**config.mk**
```make
export PLATFORM = sky130hd
export DESIGN_NAME = stopwatch_digit_counter_flat
export DESIGN_NICKNAME = d
export VERILOG_FILES = /design/src/rtl/stopwatch_digit_counter_pkg.sv /design/src/rtl/stopwatch_digit_counter_if.sv /design/src/rtl/stopwatch_digit_counter_bcd_digit.sv /design/src/rtl/stopwatch_digit_counter.sv /design/src/flat_wrapper.sv
export SDC_FILE = /design/constraint.sdc
export NUM_CORES = 1
export LEC_CHECK = 0
export CAP_MARGIN = 10
export CORE_ASPECT_RATIO = 2
export CORE_MARGIN = 2
export CORE_UTILIZATION = 57
export CTS_CLUSTER_DIAMETER = 120
export DETAILED_ROUTE_END_ITERATION = 7
export DONT_BUFFER_PORTS = 1
export HOLD_SLACK_MARGIN = 0.08
export PLACE_DENSITY = 0.84
export SYNTH_ARGS = -nofsm -noshare
export SYNTH_HDL_FRONTEND = slang
export SYNTH_HIERARCHICAL = 1
export SYNTH_SLANG_ARGS = --single-unit
```
**constraint.sdc**
```tcl
create_clock -name clk -period 3.6 [get_ports clk]
set_input_delay 1.08 -clock clk [delete_from_list [all_inputs] [get_ports clk]]
set_output_delay 1.08 -clock clk [all_outputs]
set_load 0.005 [all_outputs]
```
**src/rtl/stopwatch_digit_counter_pkg.sv**
```systemverilog
// Shared types and constants for the MM:SS.cc stopwatch core.
// Digit indices follow the HEX0..HEX5 display order.
package stopwatch_pkg;

  typedef enum logic [1:0] {
    ST_IDLE  = 2'd0,
    ST_RUN   = 2'd1,
    ST_PAUSE = 2'd2
  } sw_state_e;

  localparam int unsigned DIG_LIMIT_UNITS = 9;
  localparam int unsigned DIG_LIMIT_TENS  = 5;

  localparam int unsigned NUM_DIGITS  = 6;
  localparam int unsigned DIG_CS_ONES = 0;
  localparam int unsigned DIG_CS_TENS = 1;
  localparam int unsigned DIG_S_ONES  = 2;
  localparam int unsigned DIG_S_TENS  = 3;
  localparam int unsigned DIG_M_ONES  = 4;
  localparam int unsigned DIG_M_TENS  = 5;

  localparam int unsigned KEY_SS  = 0;
  localparam int unsigned KEY_CLR = 1;

  function automatic int unsigned digit_limit(input int unsigned idx);
    return (idx == DIG_S_TENS || idx == DIG_M_TENS) ? DIG_LIMIT_TENS : DIG_LIMIT_UNITS;
  endfunction

endpackage

```
**src/rtl/stopwatch_digit_counter_if.sv**
```systemverilog
// Key inputs and BCD digit / status outputs of the stopwatch core.
// master = stopwatch core, slave = key source and display decoders.
interface stopwatch_digit_counter_if;
  logic       key_start_stop_n;
  logic       key_clear_n;
  logic [3:0] digit0;
  logic [3:0] digit1;
  logic [3:0] digit2;
  logic [3:0] digit3;
  logic [3:0] digit4;
  logic [3:0] digit5;
  logic       running;
  logic       wrap;

  modport master (
    input  key_start_stop_n, key_clear_n,
    output digit0, digit1, digit2, digit3, digit4, digit5, running, wrap
  );

  modport slave (
    output key_start_stop_n, key_clear_n,
    input  digit0, digit1, digit2, digit3, digit4, digit5, running, wrap
  );
endinterface

```
**src/rtl/stopwatch_digit_counter_bcd_digit.sv**
```systemverilog
// One BCD digit counting 0..MAX; carry is combinational so a whole cascade
// advances on a single edge. No backpressure: inc is acted on every cycle.
module bcd_digit #(
  parameter int unsigned MAX = 9
) (
  input  logic       clk,
  input  logic       reset_n,
  input  logic       clear,
  input  logic       inc,
  output logic [3:0] q,
  output logic       carry
);

  localparam logic [3:0] MAX_V = 4'(MAX);

  logic [3:0] q_q;
  logic [3:0] q_d;

  always_comb begin
    q_d = q_q;
    if (clear) begin
      q_d = '0;
    end else if (inc) begin
      q_d = (q_q == MAX_V) ? 4'd0 : q_q + 4'd1;
    end
  end

  always_ff @(posedge clk or negedge reset_n) begin
    if (!reset_n) begin
      q_q <= '0;
    end else begin
      q_q <= q_d;
    end
  end

  assign q     = q_q;
  assign carry = inc && (q_q == MAX_V);

endmodule

```
**src/rtl/stopwatch_digit_counter.sv**
```systemverilog
// Stopwatch core: key conditioning, run/pause FSM, prescaler and six-digit BCD cascade.
// Key press to state change 3 edges; digits/wrap update on the edge ending a tick; no backpressure.
module stopwatch_digit_counter
  import stopwatch_pkg::*;
#(
  parameter int unsigned CLK_HZ  = 50_000_000,
  parameter int unsigned TICK_HZ = 100
) (
  input  logic                        clk,
  input  logic                        reset_n,
  stopwatch_digit_counter_if.master   bus
);

  localparam int unsigned     DIV      = CLK_HZ / TICK_HZ;
  localparam int unsigned     PW       = $clog2(DIV);
  localparam logic [PW-1:0]   PRE_TERM = PW'(DIV - 1);

  logic [1:0] key_n;
  logic [1:0] meta_q, sync_q, hist_q, ev_q;
  logic       ev_ss, ev_clr;

  assign key_n = {bus.key_clear_n, bus.key_start_stop_n};

  // Event pulse is registered so a press reaches the FSM on the third edge after first sampling.
  always_ff @(posedge clk or negedge reset_n) begin
    if (!reset_n) begin
      meta_q <= '1;
      sync_q <= '1;
      hist_q <= '1;
      ev_q   <= '0;
    end else begin
      meta_q <= key_n;
      sync_q <= meta_q;
      hist_q <= sync_q;
      ev_q   <= hist_q & ~sync_q;
    end
  end

  assign ev_ss  = ev_q[KEY_SS];
  assign ev_clr = ev_q[KEY_CLR];

  sw_state_e             state_q;
  logic                  running_q;
  logic                  wrap_q;
  logic [PW-1:0]         pre_q, pre_d;
  logic                  tick;
  logic [3:0]            dig   [NUM_DIGITS];
  logic [NUM_DIGITS-1:0] carry;
  logic [NUM_DIGITS-1:0] inc;

  assign tick = (state_q == ST_RUN) && (pre_q == PRE_TERM);

  // PAUSE holds the prescaler so a resumed run keeps its partial tick.
  always_comb begin
    pre_d = pre_q;
    if (ev_clr || state_q == ST_IDLE) begin
      pre_d = '0;
    end else if (state_q == ST_RUN) begin
      pre_d = tick ? '0 : pre_q + PW'(1);
    end
  end

  always_ff @(posedge clk or negedge reset_n) begin
    if (!reset_n) begin
      state_q   <= ST_IDLE;
      running_q <= 1'b0;
      wrap_q    <= 1'b0;
      pre_q     <= '0;
    end else begin
      pre_q  <= pre_d;
      wrap_q <= carry[NUM_DIGITS-1] && !ev_clr;
      if (ev_clr) begin
        state_q   <= ST_IDLE;
        running_q <= 1'b0;
      end else if (ev_ss) begin
        case (state_q)
          ST_RUN: begin
            state_q   <= ST_PAUSE;
            running_q <= 1'b0;
          end
          ST_IDLE, ST_PAUSE: begin
            state_q   <= ST_RUN;
            running_q <= 1'b1;
          end
          default: begin
            state_q   <= ST_IDLE;
            running_q <= 1'b0;
          end
        endcase
      end
    end
  end

  assign inc = {carry[NUM_DIGITS-2:0], tick};

  for (genvar i = 0; i < NUM_DIGITS; i++) begin : g_dig
    bcd_digit #(.MAX(digit_limit(i))) u_dig (
      .clk     (clk),
      .reset_n (reset_n),
      .clear   (ev_clr),
      .inc     (inc[i]),
      .q       (dig[i]),
      .carry   (carry[i])
    );
  end

  assign bus.digit0  = dig[DIG_CS_ONES];
  assign bus.digit1  = dig[DIG_CS_TENS];
  assign bus.digit2  = dig[DIG_S_ONES];
  assign bus.digit3  = dig[DIG_S_TENS];
  assign bus.digit4  = dig[DIG_M_ONES];
  assign bus.digit5  = dig[DIG_M_TENS];
  assign bus.running = running_q;
  assign bus.wrap    = wrap_q;

endmodule

```
**src/flat_wrapper.sv**
```systemverilog
// flat-port wrapper written by rule: the top's interface ports become plain ports
module stopwatch_digit_counter_flat import stopwatch_pkg::*;
#(
  parameter int unsigned CLK_HZ  = 50_000_000,
  parameter int unsigned TICK_HZ = 100
)
  (clk, reset_n, bus_key_start_stop_n, bus_key_clear_n, bus_digit0, bus_digit1, bus_digit2, bus_digit3, bus_digit4, bus_digit5, bus_running, bus_wrap);
  stopwatch_digit_counter_if bus_i ();
  input  logic clk;
  input  logic reset_n;
  input wire logic [$bits(bus_i.key_start_stop_n)-1:0] bus_key_start_stop_n;
  input wire logic [$bits(bus_i.key_clear_n)-1:0] bus_key_clear_n;
  output wire logic [$bits(bus_i.digit0)-1:0] bus_digit0;
  output wire logic [$bits(bus_i.digit1)-1:0] bus_digit1;
  output wire logic [$bits(bus_i.digit2)-1:0] bus_digit2;
  output wire logic [$bits(bus_i.digit3)-1:0] bus_digit3;
  output wire logic [$bits(bus_i.digit4)-1:0] bus_digit4;
  output wire logic [$bits(bus_i.digit5)-1:0] bus_digit5;
  output wire logic [$bits(bus_i.running)-1:0] bus_running;
  output wire logic [$bits(bus_i.wrap)-1:0] bus_wrap;
  assign bus_i.key_start_stop_n = bus_key_start_stop_n;
  assign bus_i.key_clear_n = bus_key_clear_n;
  assign bus_digit0 = bus_i.digit0;
  assign bus_digit1 = bus_i.digit1;
  assign bus_digit2 = bus_i.digit2;
  assign bus_digit3 = bus_i.digit3;
  assign bus_digit4 = bus_i.digit4;
  assign bus_digit5 = bus_i.digit5;
  assign bus_running = bus_i.running;
  assign bus_wrap = bus_i.wrap;
  stopwatch_digit_counter #(.CLK_HZ(CLK_HZ), .TICK_HZ(TICK_HZ)) u_core (.clk(clk), .reset_n(reset_n), .bus(bus_i));
endmodule
```
==> results by group <==
Route
  • Vias per inst: 6.41
  • Routed wire length: 6110 um
  • Routed len/inst: around 17 um
  • Post-route antenna net violation count: 0
  • Vias post-DR: 2327
  • Initial DRC count: 77
  • DRC: 0
  • DRT Pass-1 Iters: 4

Cells and area
  • Fin util: 62.7%
  • Area of the multi-input gates: 1430 um2
  • Area grow syn2layout: 5.62%
  • Share of cells above drive strength 1: 13.7%
  • Design Area, Final: 3080 um2
  • Register area: 1380 um2
  • Most frequent cells in the layout: dfrtp_1 (49), a21oi_1 (31), nand2_1 (30)
  • Diode count: 0
  • Final net count: 322
  • Fillers: 405
  • Most common cell after layout, fill and taps aside: dfrtp_1

CTS
  • Worst-Skew Late Latency: 0.31 ns
  • Clock Path Buffers: 2
  • Clock transition at path regs: 0.09 ns
  • CTS buffer count: 5
  • Root buf cell: clkbuf_8
  • H-tree levels: 2
  • TritonCTS Sinks: 55
  • CTS tree: built

Worst hold path
  • Hold Path Class: reg2reg

Run status
  • Status: completed

Synth
  • Seq/Total Area, Yosys: 47.5%
  • Post-synth EDFFs: 0
  • Cells after synthesis: around 300
  • Cell Area, Synth: 2920 um2
  • Fraction of registers with async set/reset: 100%
  • Synth cell types: 43
  • Predominant post-synthesis flop cell: dfrtp_1
  • Flops & latches, synth: 55
  • Synth area leader: dfrtp_1
  • Synthesized Nets: 314
  • Warnings, synthesis: 6
  • Post-synthesis area per instance: 9.82 um2
  • Top cells by area, synth: dfrtp_1 (42%), ha_1 (5.6%), dfstp_2 (5.4%), a21oi_1 (5.3%), nand3b_1 (4.1%)
  • Area share of the largest cell type after synthesis: 42.1%

Setup path
  • Crit end category: flip-flop
  • CP bufs+invs: 5
  • Arrival time of the worst setup path: 3.52 ns
  • Cell mode on critical path: inv_1
  • Crit path max-delay family: simple AND/OR/NAND/NOR gates
  • Slowest-stage cell, CP: dfrtp_1
  • Crit-path max FO: 8
  • Setup crit start kind: flip-flop
  • Critical Path RT: 3.84 ns
  • CP cell instances: ha_1 > and4_1 > nand4_1 > nor2_1 > inv_1 > nor2_1 > inv_1 > nor2_4 > inv_1 > nor2_2 > and4_2 > inv_1 > nor2_1 > buf_4 > nand4_1 > or3_1 > a21oi_2
  • Worst path max stage delay: approximately 0.40 ns
  • Crit Path Category: reg2reg

Power and ir drop
  • Comb pwr share: under 10%
  • Pwr Total: 1.03 mW
  • Static leakage: 1.26 nW
  • Flop pwr share: between 60% and 70%
  • Pwr dens: about 330 nW/um2
  • Switch share: 23.2%
  • Worst VDD drop: 0.384 mV
  • Power Internal: 0.792 mW
  • Clk pwr share: 31.8%
  • P_sw: 0.239 mW

Placed design
  • Post-DP HPWL: 4300 um
  • I/O Buffers: 0
  • Area after DPL: 2990 um2
  • Final Wtd Congestion: 0.828

Floorplan
  • Core area: 4910 um2
  • FP Rows: 36
  • Chip width: 54.6 um
  • Die area: 5740 um2
  • Die Height: ~110 um
  • IO Count: 30
  • Initial core utilization: between 50% and 60%

Timing
  • Final setup fails: 0
  • Final-report hold violation count: 0
  • Fmax: 305 MHz
  • Slew HR: a little under two fifths
  • Slew at the pin with the worst max-slew slack: 0.943 ns
  • Setup_tns: 0 ns
  • Final-report max-slew violation count: 0
  • Fin crit period: about 3.3 ns
  • Period utilization: 91.2%
  • Final Skew: 0.00824 ns
  • RSZ-0062 raised after global routing: no

Global routing
  • Grt total ovfl: 0
  • Largest net degree at the start of global routing: 56
  • Vias in the first global route: 2225
  • First-pass GRT wire length: 10000 um
  • Initial antenna violation count: 0
  • GR Util All Layers: 23.4%

Flow run
  • Max-Cap Viols: 0
-- per-layer routing --
layer	part of all wire (%)	vias up	GRT usage, %
met4	3.4	0	11.6
met1	37	1174	25.6
met2	56	38	40.4
li1	-	1099	-
met3	3.0	16	4.43
met5	0	-	0
-- cell type report --
cell class	count	share of cell area, %
clock inverter	1	0.163
sequential	55	44.9
tap	57	2.32
clock buffer	7	2.48
multi-input combinational	221	46.4
timing repair buffer	8	1.95
inverter	14	1.71
-- Yosys cell counts (all sizes together) (7+ instances only) --
| master | count |
|---|---|
| nand2 | 34 |
| nand3b | 16 |
| nand3 | 14 |
| nand2b | 9 |
| a21oi | 37 |
| o21ai | 13 |
| nor2 | 14 |
| nand4 | 7 |
| dfrtp | 49 |
| a31oi | 14 |
| inv | 14 |
| ha | 13 |
-- cells by family (layout without fill, tap and decap cells) --
family,after synthesis,after routing,synth area share [%]
AND/OR/NAND/NOR,120,120,23.9
AO/OA/AOI/OAI,86,86,18.5
flip-flops,55,55,47.5
buffers and inverters,21,30,3.82
adder cells (fa/ha/maj),13,13,5.58
multiplexers,2,2,0.730
-- state kept, by name (all words and copies together) (netlist names) --
name	count
u_core/g_dig.u_dig/q	24
u_core/pre_q	19
u_core/ev_q	2
u_core/hist_q	2
u_core/meta_q	2
u_core/state_q	2
u_core/sync_q	2
u_core/bus.running	1
u_core/bus.wrap	1
-- timing repair --
action | in CTS | in global routing
setup buffers | 0 | 0
hold buffers | 0 | 0
endpoints found under the hold margin | 0 | 0
setup endpoints to repair | 0 | 2
resized for setup | 0 | 2
-- power groups by stage --
| stage | clock network (mW) | logic (mW) | registers (mW) |
|---|---|---|---|
| final | 0.328 | 0.0612 | 0.642 |
| after floorplan | 0 | 0.0464 | 0.655 |
| after CTS | 0.338 | 0.0611 | 0.643 |
| after global placement | 0 | 0.0578 | 0.653 |
| after global routing | 0.364 | 0.0672 | 0.645 |
| after detailed placement | 0 | 0.0603 | 0.654 |
-- final timing paths --
path                       slack [ns]  cells after the start                        start                                endpoint
hold / removal                   0.36                      0   u_core/meta_q[1]$_DFF_PN1_              u_core/sync_q[1]$_DFF_PN1_
setup reg to reg                 0.32                     17  u_core/pre_q[0]$_DFFE_PN0P_  u_core/g_dig[5].u_dig/q[3]$_DFFE_PN0P_
max in group asynchronous        2.95                      0                      reset_n              u_core/meta_q[1]$_DFF_PN1_
setup / recovery                 0.32                     17  u_core/pre_q[0]$_DFFE_PN0P_  u_core/g_dig[5].u_dig/q[3]$_DFFE_PN0P_
hold reg to reg                  0.36                      0   u_core/meta_q[1]$_DFF_PN1_              u_core/sync_q[1]$_DFF_PN1_
min in group asynchronous        0.45                      0                      reset_n            u_core/pre_q[18]$_DFFE_PN0P_
-- worst register-to-register path: cells and delay by family, from the launching register on --
family                   cells  cell delay, ns
adder cells (fa/ha/maj)      1            0.24
flip-flops                   1            0.40
AO/OA/AOI/OAI                1            0.12
buffers and inverters        5            0.54
AND/OR/NAND/NOR             10            1.92
-- per-stage QoR --
stage / setup WS, ns / instances / hold WS [ns]
3_3_place_gp: 0.380 / 355 / 0.346
6_report: 0.318 / 363 / 0.360
3_5_place_dp: 0.160 / 355 / 0.347
4_1_cts: 0.140 / 363 / 0.361
5_1_grt: 0.0266 / 363 / 0.363
2_1_floorplan: 0.0358 / 297 / 0.345
No activity file was read; power rests on OpenSTA's default activity.
